--- src/rtl/layer4_weight_streamer.sv ---
// Weight-side transmitter for a residual basic block: fetches three contiguous
// weight segments from memory and replays them on the conv1/conv2/projection streams.
module layer4_weight_streamer #(
   parameter int unsigned DATA_WIDTH = 32,
   parameter int unsigned ADDR_WIDTH = 32,
   parameter int unsigned WEIGHT_NUM1 = 131072,
   parameter int unsigned WEIGHT_NUM2 = 2359296,
   parameter int unsigned WEIGHT_NUM3 = 131072,
   parameter logic [ADDR_WIDTH-1:0] BASE1 = 'd0,
   parameter logic [ADDR_WIDTH-1:0] BASE2 = 'd131072,
   parameter logic [ADDR_WIDTH-1:0] BASE3 = 'd2490368,
   parameter int unsigned MAX_OUTSTANDING = 8
) (
   input  logic                  clk,
   input  logic                  reset,
   input  logic                  start,
   output logic                  busy,
   output logic                  done,
   output logic                  mem_req,
   output logic [ADDR_WIDTH-1:0] mem_addr,
   input  logic                  mem_ack,
   input  logic                  mem_rvalid,
   input  logic [DATA_WIDTH-1:0] mem_rdata,
   output logic                  valid_weight_out1,
   output logic                  valid_weight_out2,
   output logic                  valid_weight_out3,
   output logic [DATA_WIDTH-1:0] weight_out1,
   output logic [DATA_WIDTH-1:0] weight_out2,
   output logic [DATA_WIDTH-1:0] weight_out3
);

   localparam int unsigned TOTAL = WEIGHT_NUM1 + WEIGHT_NUM2 + WEIGHT_NUM3;
   localparam int unsigned CNT_W = $clog2(TOTAL + 1);
   localparam int unsigned OUT_W = $clog2(MAX_OUTSTANDING + 1);
   localparam logic [CNT_W-1:0] END1    = CNT_W'(WEIGHT_NUM1);
   localparam logic [CNT_W-1:0] END2    = CNT_W'(WEIGHT_NUM1 + WEIGHT_NUM2);
   localparam logic [CNT_W-1:0] TOTAL_C = CNT_W'(TOTAL);
   localparam logic [CNT_W-1:0] LAST_C  = CNT_W'(TOTAL - 1);
   localparam logic [OUT_W-1:0] MAX_C   = OUT_W'(MAX_OUTSTANDING);

   typedef enum logic [1:0] {IDLE, FETCH, DRAIN, DONE} state_t;

   state_t           state;
   logic [CNT_W-1:0] req_cnt;
   logic [CNT_W-1:0] rsp_cnt;
   logic [OUT_W-1:0] outstanding;

   logic             ack;
   logic             take;
   logic             dec;
   logic [CNT_W-1:0] req_nxt;
   logic [OUT_W-1:0] out_nxt;

   // Segment index of a word position; empty segments fall through naturally.
   function automatic logic [1:0] seg_of(input logic [CNT_W-1:0] cnt);
      if (cnt < END1)      return 2'd1;
      else if (cnt < END2) return 2'd2;
      else                 return 2'd3;
   endfunction

   function automatic logic [ADDR_WIDTH-1:0] addr_of(input logic [CNT_W-1:0] cnt);
      case (seg_of(cnt))
         2'd1:    return BASE1 + ADDR_WIDTH'(cnt);
         2'd2:    return BASE2 + ADDR_WIDTH'(cnt - END1);
         default: return BASE3 + ADDR_WIDTH'(cnt - END2);
      endcase
   endfunction

   always_comb begin
      ack     = mem_req & mem_ack;
      take    = mem_rvalid & ((state == FETCH) | (state == DRAIN));
      dec     = take & (outstanding != '0);
      req_nxt = req_cnt + CNT_W'(ack);
      out_nxt = outstanding + OUT_W'(ack) - OUT_W'(dec);
   end

   always_ff @(posedge clk or negedge reset) begin
      if (!reset) begin
         state             <= IDLE;
         req_cnt           <= '0;
         rsp_cnt           <= '0;
         outstanding       <= '0;
         busy              <= 1'b0;
         done              <= 1'b0;
         mem_req           <= 1'b0;
         mem_addr          <= '0;
         valid_weight_out1 <= 1'b0;
         valid_weight_out2 <= 1'b0;
         valid_weight_out3 <= 1'b0;
         weight_out1       <= '0;
         weight_out2       <= '0;
         weight_out3       <= '0;
      end else begin
         done              <= 1'b0;
         valid_weight_out1 <= 1'b0;
         valid_weight_out2 <= 1'b0;
         valid_weight_out3 <= 1'b0;

         // Returned words are routed by their position in the overall sequence.
         if (take) begin
            case (seg_of(rsp_cnt))
               2'd1: begin
                  weight_out1       <= mem_rdata;
                  valid_weight_out1 <= 1'b1;
               end
               2'd2: begin
                  weight_out2       <= mem_rdata;
                  valid_weight_out2 <= 1'b1;
               end
               default: begin
                  weight_out3       <= mem_rdata;
                  valid_weight_out3 <= 1'b1;
               end
            endcase
            rsp_cnt <= rsp_cnt + 1'b1;
         end

         case (state)
            IDLE: begin
               if (start) begin
                  state       <= FETCH;
                  busy        <= 1'b1;
                  req_cnt     <= '0;
                  rsp_cnt     <= '0;
                  outstanding <= '0;
                  mem_req     <= 1'b1;
                  mem_addr    <= addr_of('0);
               end
            end
            FETCH: begin
               req_cnt     <= req_nxt;
               outstanding <= out_nxt;
               // Request is recomputed from next-cycle counts so an unacked one stays put.
               mem_req     <= (req_nxt < TOTAL_C) && (out_nxt < MAX_C);
               if (req_nxt < TOTAL_C) mem_addr <= addr_of(req_nxt);
               if (take && (rsp_cnt == LAST_C)) begin
                  state <= DONE;
                  done  <= 1'b1;
               end else if (req_nxt == TOTAL_C) begin
                  state <= DRAIN;
               end
            end
            DRAIN: begin
               outstanding <= out_nxt;
               if (take && (rsp_cnt == LAST_C)) begin
                  state <= DONE;
                  done  <= 1'b1;
               end
            end
            default: begin
               busy  <= 1'b0;
               state <= IDLE;
            end
         endcase
      end
   end

endmodule

--- config.mk ---
export PLATFORM = sky130hd
export DESIGN_NAME = layer4_weight_streamer
export DESIGN_NICKNAME = d
export VERILOG_FILES = /design/src/rtl/layer4_weight_streamer.sv
export SDC_FILE = /design/constraint.sdc
export NUM_CORES = 1
export LEC_CHECK = 0
export CAP_MARGIN = 20
export CORE_MARGIN = 4
export CORE_UTILIZATION = 46
export DETAILED_ROUTE_END_ITERATION = 8
export PLACE_DENSITY = 0.87
export SETUP_SLACK_MARGIN = 0.1
export SYNTH_ARGS = -nofsm -noshare
export SYNTH_HDL_FRONTEND = slang
export SYNTH_SLANG_ARGS = --single-unit
--- constraint.sdc ---
create_clock -name clk -period 2.84 [get_ports clk]
set_input_delay 0.568 -clock clk [delete_from_list [all_inputs] [get_ports clk]]
set_output_delay 0.568 -clock clk [all_outputs]
set_load 0.02 [all_outputs]
After elaboration in Yosys (flattened, before gate mapping)
Cells that the tools add are included.
- register bits: 184
- input bits: 37
- output and inout port bits: 134
- word-level logic and storage cells: 96
- add/subtract/negate cells: 8
- order comparisons: 6
- equal/unequal tests: 12
- mux-type cells: 34
- bitwise logic cells: 6
- reduce and logical (&&, ||, !) cells: 16
- operator list (operator ; count):
    $pmux W32 S2 ; 2
    $mux W22 ; 4
    $lt A22 B22 Y1 const B ; 3
    $mux W32 ; 2
    $eq A22 B22 Y1 const B ; 2
    $lt A22 B18 Y1 const B ; 2
    $pmux W22 S2 ; 1
    $add A19 B23 Y24 const A ; 1
    $add A23 B23 Y24 const A ; 1
    $sub A22 B18 Y23 const B ; 1
    $sub A22 B22 Y23 const B ; 1
    $add A22 B1 Y22 ; 1
    $add A22 B1 Y22 const B ; 1
    $mux W2 ; 9
    $reduce_and A2 Y1 ; 6
    $mux W1 ; 11
    $pmux W4 S2 ; 1
    $eq A2 B1 Y1 const B ; 3
    $eq A2 B2 Y1 const B ; 3
    $pmux W2 S3 ; 1
    $reduce_and A3 Y1 ; 2
    $add A4 B1 Y4 ; 1
    $lt A4 B4 Y1 const B ; 1
    $mux W4 ; 1
    other kinds (13) ; 21

Logic depth before layout (Yosys ltp)
- depth after elaboration: 11
- mapped depth: 13

Worst setup path before layout
OpenSTA, ideal clock, no wires.
- path kind: input -> register
- start: in mem_ack
- end: reg mem_addr[21]
- data arrival time: 2.902 ns
- required time: 2.772 ns
- setup slack: -0.130 ns
- cell stages on the path: 12
- path buffers: 0
- cell sequence: and2_1 -> ha_1 -> ha_1 -> nand3_1 -> or3_4 -> or2_2 -> nand2_1 -> inv_1 -> ha_1 -> o41a_1 -> o21ai_0 -> a32o_1
- word-level cells in the longest chain between the ends: 11
- elaborated cells on any way between the ends: 20
- classes of those cells: add/sub (5); order compare (3); eq/ne (3); mux (7); bitwise (1); reduce/logical (1)
- ends and longest elaborated chain (what ; RTL line ; source):
    start, declared ; 21 ; input logic mem_ack,
    $and A1 B1 Y1 * ; 70 ; ack = mem_req & mem_ack;
    $add A22 B1 Y22 * ; 73 ; req_nxt = req_cnt + CNT_W'(ack);
    parallel branches: the longest is 9 deep, another holds $add A23 B23 Y24 ; - ;
    end signal, assigned ; 127 ; mem_addr <= addr_of('0);
    end signal, assigned ; 135 ; if (req_nxt < TOTAL_C) mem_addr <= addr_of(req_nxt);
    end, declared ; 20 ; output logic [ADDR_WIDTH-1:0] mem_addr,
Mark *: on every way between the ends. The select of a mux whose other input is x is not followed.
A chain may end at the register's enable or synchronous reset.

Worst setup path after layout
- start: reg mem_req
- end: reg state[1]
- word-level cells in the longest chain between the ends: 5
- ends and longest elaborated chain (what ; RTL line ; source):
    start, declared ; 19 ; output logic mem_req,
    start signal, assigned ; 134 ; mem_req <= (req_nxt < TOTAL_C) && (out_nxt < MAX_C);
    $and A1 B1 Y1 ; 70 ;
    $add A22 B1 Y22 ; 73 ;
    $eq A22 B22 Y1 ; 139 ; end else if (req_nxt == TOTAL_C) begin
    $ne A3 B1 Y1 (no source line) ; - ;
    $reduce_and A3 Y1 (no source line) ; - ;
    end signal, assigned ; 79 ; state <= IDLE;
    end signal, assigned ; 137 ; state <= DONE;
    end signal, assigned ; 140 ; state <= DRAIN;
    end, declared ; 43 ; state_t state;
No other way between the ends.

==> impl_metrics.py <==
metrics = {
    "clocking": {
        "clock-root-buffer": "clkbuf_16",
        "cts_tree": "built",
        "clock_latency_ns": 0.43,
        "htree_levels": 4,
        "cts_hold_buf": 0,
        "clk_path_buf_depth": 2,
        "cts_buffers": 17,
        "clock-sinks": 176,
        "clkTransAtPathRegs_ns": 0.07,
    },
    "finish": {
        "n_antenna_cell": 0,
        "final_cells": 1159,
        "final_common_cell": "dfrtp_1",
        "drive_above_1_share_pct": 27.2,
        "syn_to_final_growth_pct": 38.9,
        "fin_util_pct": 65.4,
        "final_cell_mix": "dfrtp_1, clkdlybuf4s50_1, mux2_2",
        "nFillCells": 1251,
        "num-nets-final": 975,
        "design_area_um2": 11300,
    },
    "synth": {
        "synth.net_count": 759,
        "yosys.area_share.simple_pct": 13.8,
        "synth-compound-area-share_pct": 7.95,
        "synthMuxAreaShare_pct": 13.4,
        "synth_seq_cells": 176,
        "synth_top_family_by_area": "simple AND/OR/NAND/NOR gates",
        "syn_inst": 705,
        "syn_avg_cell_area_um2": 11.6,
        "synthFlopType": "dfrtp_1",
        "yosysSeqAreaShare_pct": 53.9,
        "ys_types": 66,
        "syn_area_um2": 8170,
        "synthAdderAreaFrac_pct": 2.70,
        "postSynth.asyncResetShare_pct": 100,
        "synth_edf_count": 0,
        "synth_xor_area_share_pct": 4.40,
        "yosysWarnings": 0,
    },
    "run_status": {
        "status": "completed",
    },
    "die": {
        "die_area_um2": 19900,
        "io_pins": 171,
        "num_rows": 48,
        "initial_core_util_pct": 47.0,
        "die_w_um": 141,
        "core_area_um2": 17400,
        "die_h_um": 141,
    },
    "job": {
        "max_cap_violations": 0,
    },
    "global_routing": {
        "antenna_found_initial": 0,
        "overflow": 0,
        "grt_pass1_vias": 6838,
        "grt_start_max_net_pins": 57,
        "grt_pass1_wl_mm": 35.5,
        "grt_use_total_pct": 22.4,
    },
    "place": {
        "placed_cell_area_um2": 10500,
        "hpwl_mm": 14.7,
        "place_ws_ns": -0.632,
        "dp_cells": 1117,
        "port_buffers": 170,
        "gp_congestion": 0.875,
    },
    "timing": {
        "tns_ns": 0,
        "setup_slack_ns": 0.131,
        "finalCriticalPeriod_ns": 2.71,
        "final-setup-viol-count": 0,
        "fmaxAchievable_mhz": 369,
        "rsz0062_at_grt": "true",
        "slew_viol_final": 0,
        "whs_ns": 0.0579,
        "relSlewSlack_pct": 61.4,
        "skew_ns": 0.00823,
        "fin_crit_sh_pct": 95.4,
        "tightestPinTransition_ns": 0.578,
        "finalHoldViolations": 0,
    },
    "power": {
        "powerDensity_nw_per_um2": 583,
        "power.total_mw": 6.62,
        "ir_drop_mv": 0.503,
        "power.leakage_nw": 5.03,
    },
    "setup_path": {
        "crit_fanout": 5,
        "criticalPathCategory": "flip-flop to flip-flop",
        "worstSetupEndpointType": "flip-flop",
        "cp-start-kind": "flip-flop",
        "crit_required_ns": 3.13,
        "arrival_ns": 3.00,
    },
    "route": {
        "drt-initial-drc-count": 403,
        "routed_wirelength_mm": 22.1,
        "vias": 6356,
        "viasPerCell": 5.48,
        "wl_per_cell_um": 19.1,
        "drtAntennaViolNets": 0,
        "drt_pre_antenna_iters": 5,
        "drc": 0,
    },
    "hold_path": {
        "hold_class": "input pin to async pin",
    },
}
## cell type report
type                            instances  area, um^2  area share, %
Clock inverter                         13         165           1.46
Clock buffer                           19         443           3.90
Sequential cell                       176        4410           38.8
Tap cell                              225         282           2.48
Inverter                               18        70.1          0.618
Multi-Input combinational cell        468        3670           32.4
Timing Repair Buffer                  240        2310           20.3
## flip-flops by register name, indices dropped and copies added, names as in the netlist, 2 cells and up
| signal | count |
|---|---|
| state | 2 |
| req_cnt | 22 |
| weight_out3 | 32 |
| mem_addr | 24 |
| weight_out1 | 32 |
| weight_out2 | 32 |
| rsp_cnt | 22 |
| outstanding | 4 |
## worst paths after layout
| kind | startpoint | to | slack [ns] | cells after the start |
|---|---|---|---|---|
| min in group clk | outstanding[2] | outstanding[2] | 0.48 | 2 |
| worst min register to register | outstanding[2] | outstanding[2] | 0.48 | 2 |
| max in group asynchronous | reset | weight_out2[3] | 2.04 | 2 |
| worst max register to register | mem_req | state[1] | 0.13 | 11 |
| worst min-delay path | reset | req_cnt[16] | 0.06 | 1 |
| worst max-delay path | mem_req | state[1] | 0.13 | 11 |
## where the power goes
| group | total (mW) | internal, mW | switching (mW) | leakage, nW |
|---|---|---|---|---|
| logic | 1.26 | 0.635 | 0.626 | 2.41 |
| clock network | 2.44 | 1.36 | 1.08 | 0.297 |
| registers | 2.92 | 2.71 | 0.202 | 2.32 |
## synth_stat cells, types with 2 or more instances
cell type	count	area, um^2
a21o_1	2	15.0
a21oi_1	11	55.1
a22o_1	5	43.8
a32o_1	2	20.0
and2_1	4	25.0
and3_1	6	37.5
and3_2	2	15.0
and4_1	4	35.0
buf_2	4	20.0
buf_4	15	113
buf_6	3	33.8
clkbuf_1	22	82.6
dfrtp_1	176	4400
ha_1	16	200
inv_1	18	67.6
mux2_2	96	1080
nand2_1	74	278
nand2b_1	4	25.0
nand3_1	17	85.1
nand4_1	15	93.8
nand4_4	2	42.5
nor2_1	51	191
nor3_1	10	50.1
nor4_1	5	31.3
nor4_2	2	25.0
nor4_4	2	42.5
o2111ai_1	2	17.5
o211ai_1	2	15.0
o21ai_0	36	180
o21ai_1	13	65.1
o22ai_1	2	12.5
o31ai_1	6	45.0
o41a_1	2	22.5
or3_1	2	12.5
or3_4	2	22.5
xnor2_1	20	175
xor2_1	21	184
## cell families (layout without fill, tap and decap cells)
family | count (synthesis) | in the layout
and+or+nand+nor | 213 | 213
adders and majority gates | 17 | 17
muxes | 97 | 97
buffers and inverters | 62 | 290
DFF | 176 | 176
AOI/OAI and AO/OA | 99 | 100
xor gates and xnor gates | 41 | 41
## worst max-delay path, stage by stage, from the launching register on
cell and delay [ns]:
dfrtp_1 0.40, and2_4 0.20, ha_4 0.18, ha_4 0.15, nand3_4 0.07, or3_4 0.38
o21ai_4 0.18, buf_4 0.14, nand4_1 0.14, or3_4 0.38, a31oi_1 0.22, o211ai_1 0.12
## per-layer routing
metal,track usage (%),vias to the layer above,routed length (um)
met5,0,-,0
met4,8.26,0,534
met3,9.70,41,2250
met2,37.1,251,10900
met1,25.8,3164,8410
li1,-,2900,-
## what timing repair did
action,in CTS,in global routing
setup buffers,7,2
gates resized for setup,17,12
cloned,1,0
endpoints found under the setup margin,27,6
pin swaps,11,5
hold endpoints to repair,0,0
No activity file was read; power rests on OpenSTA's default activity.
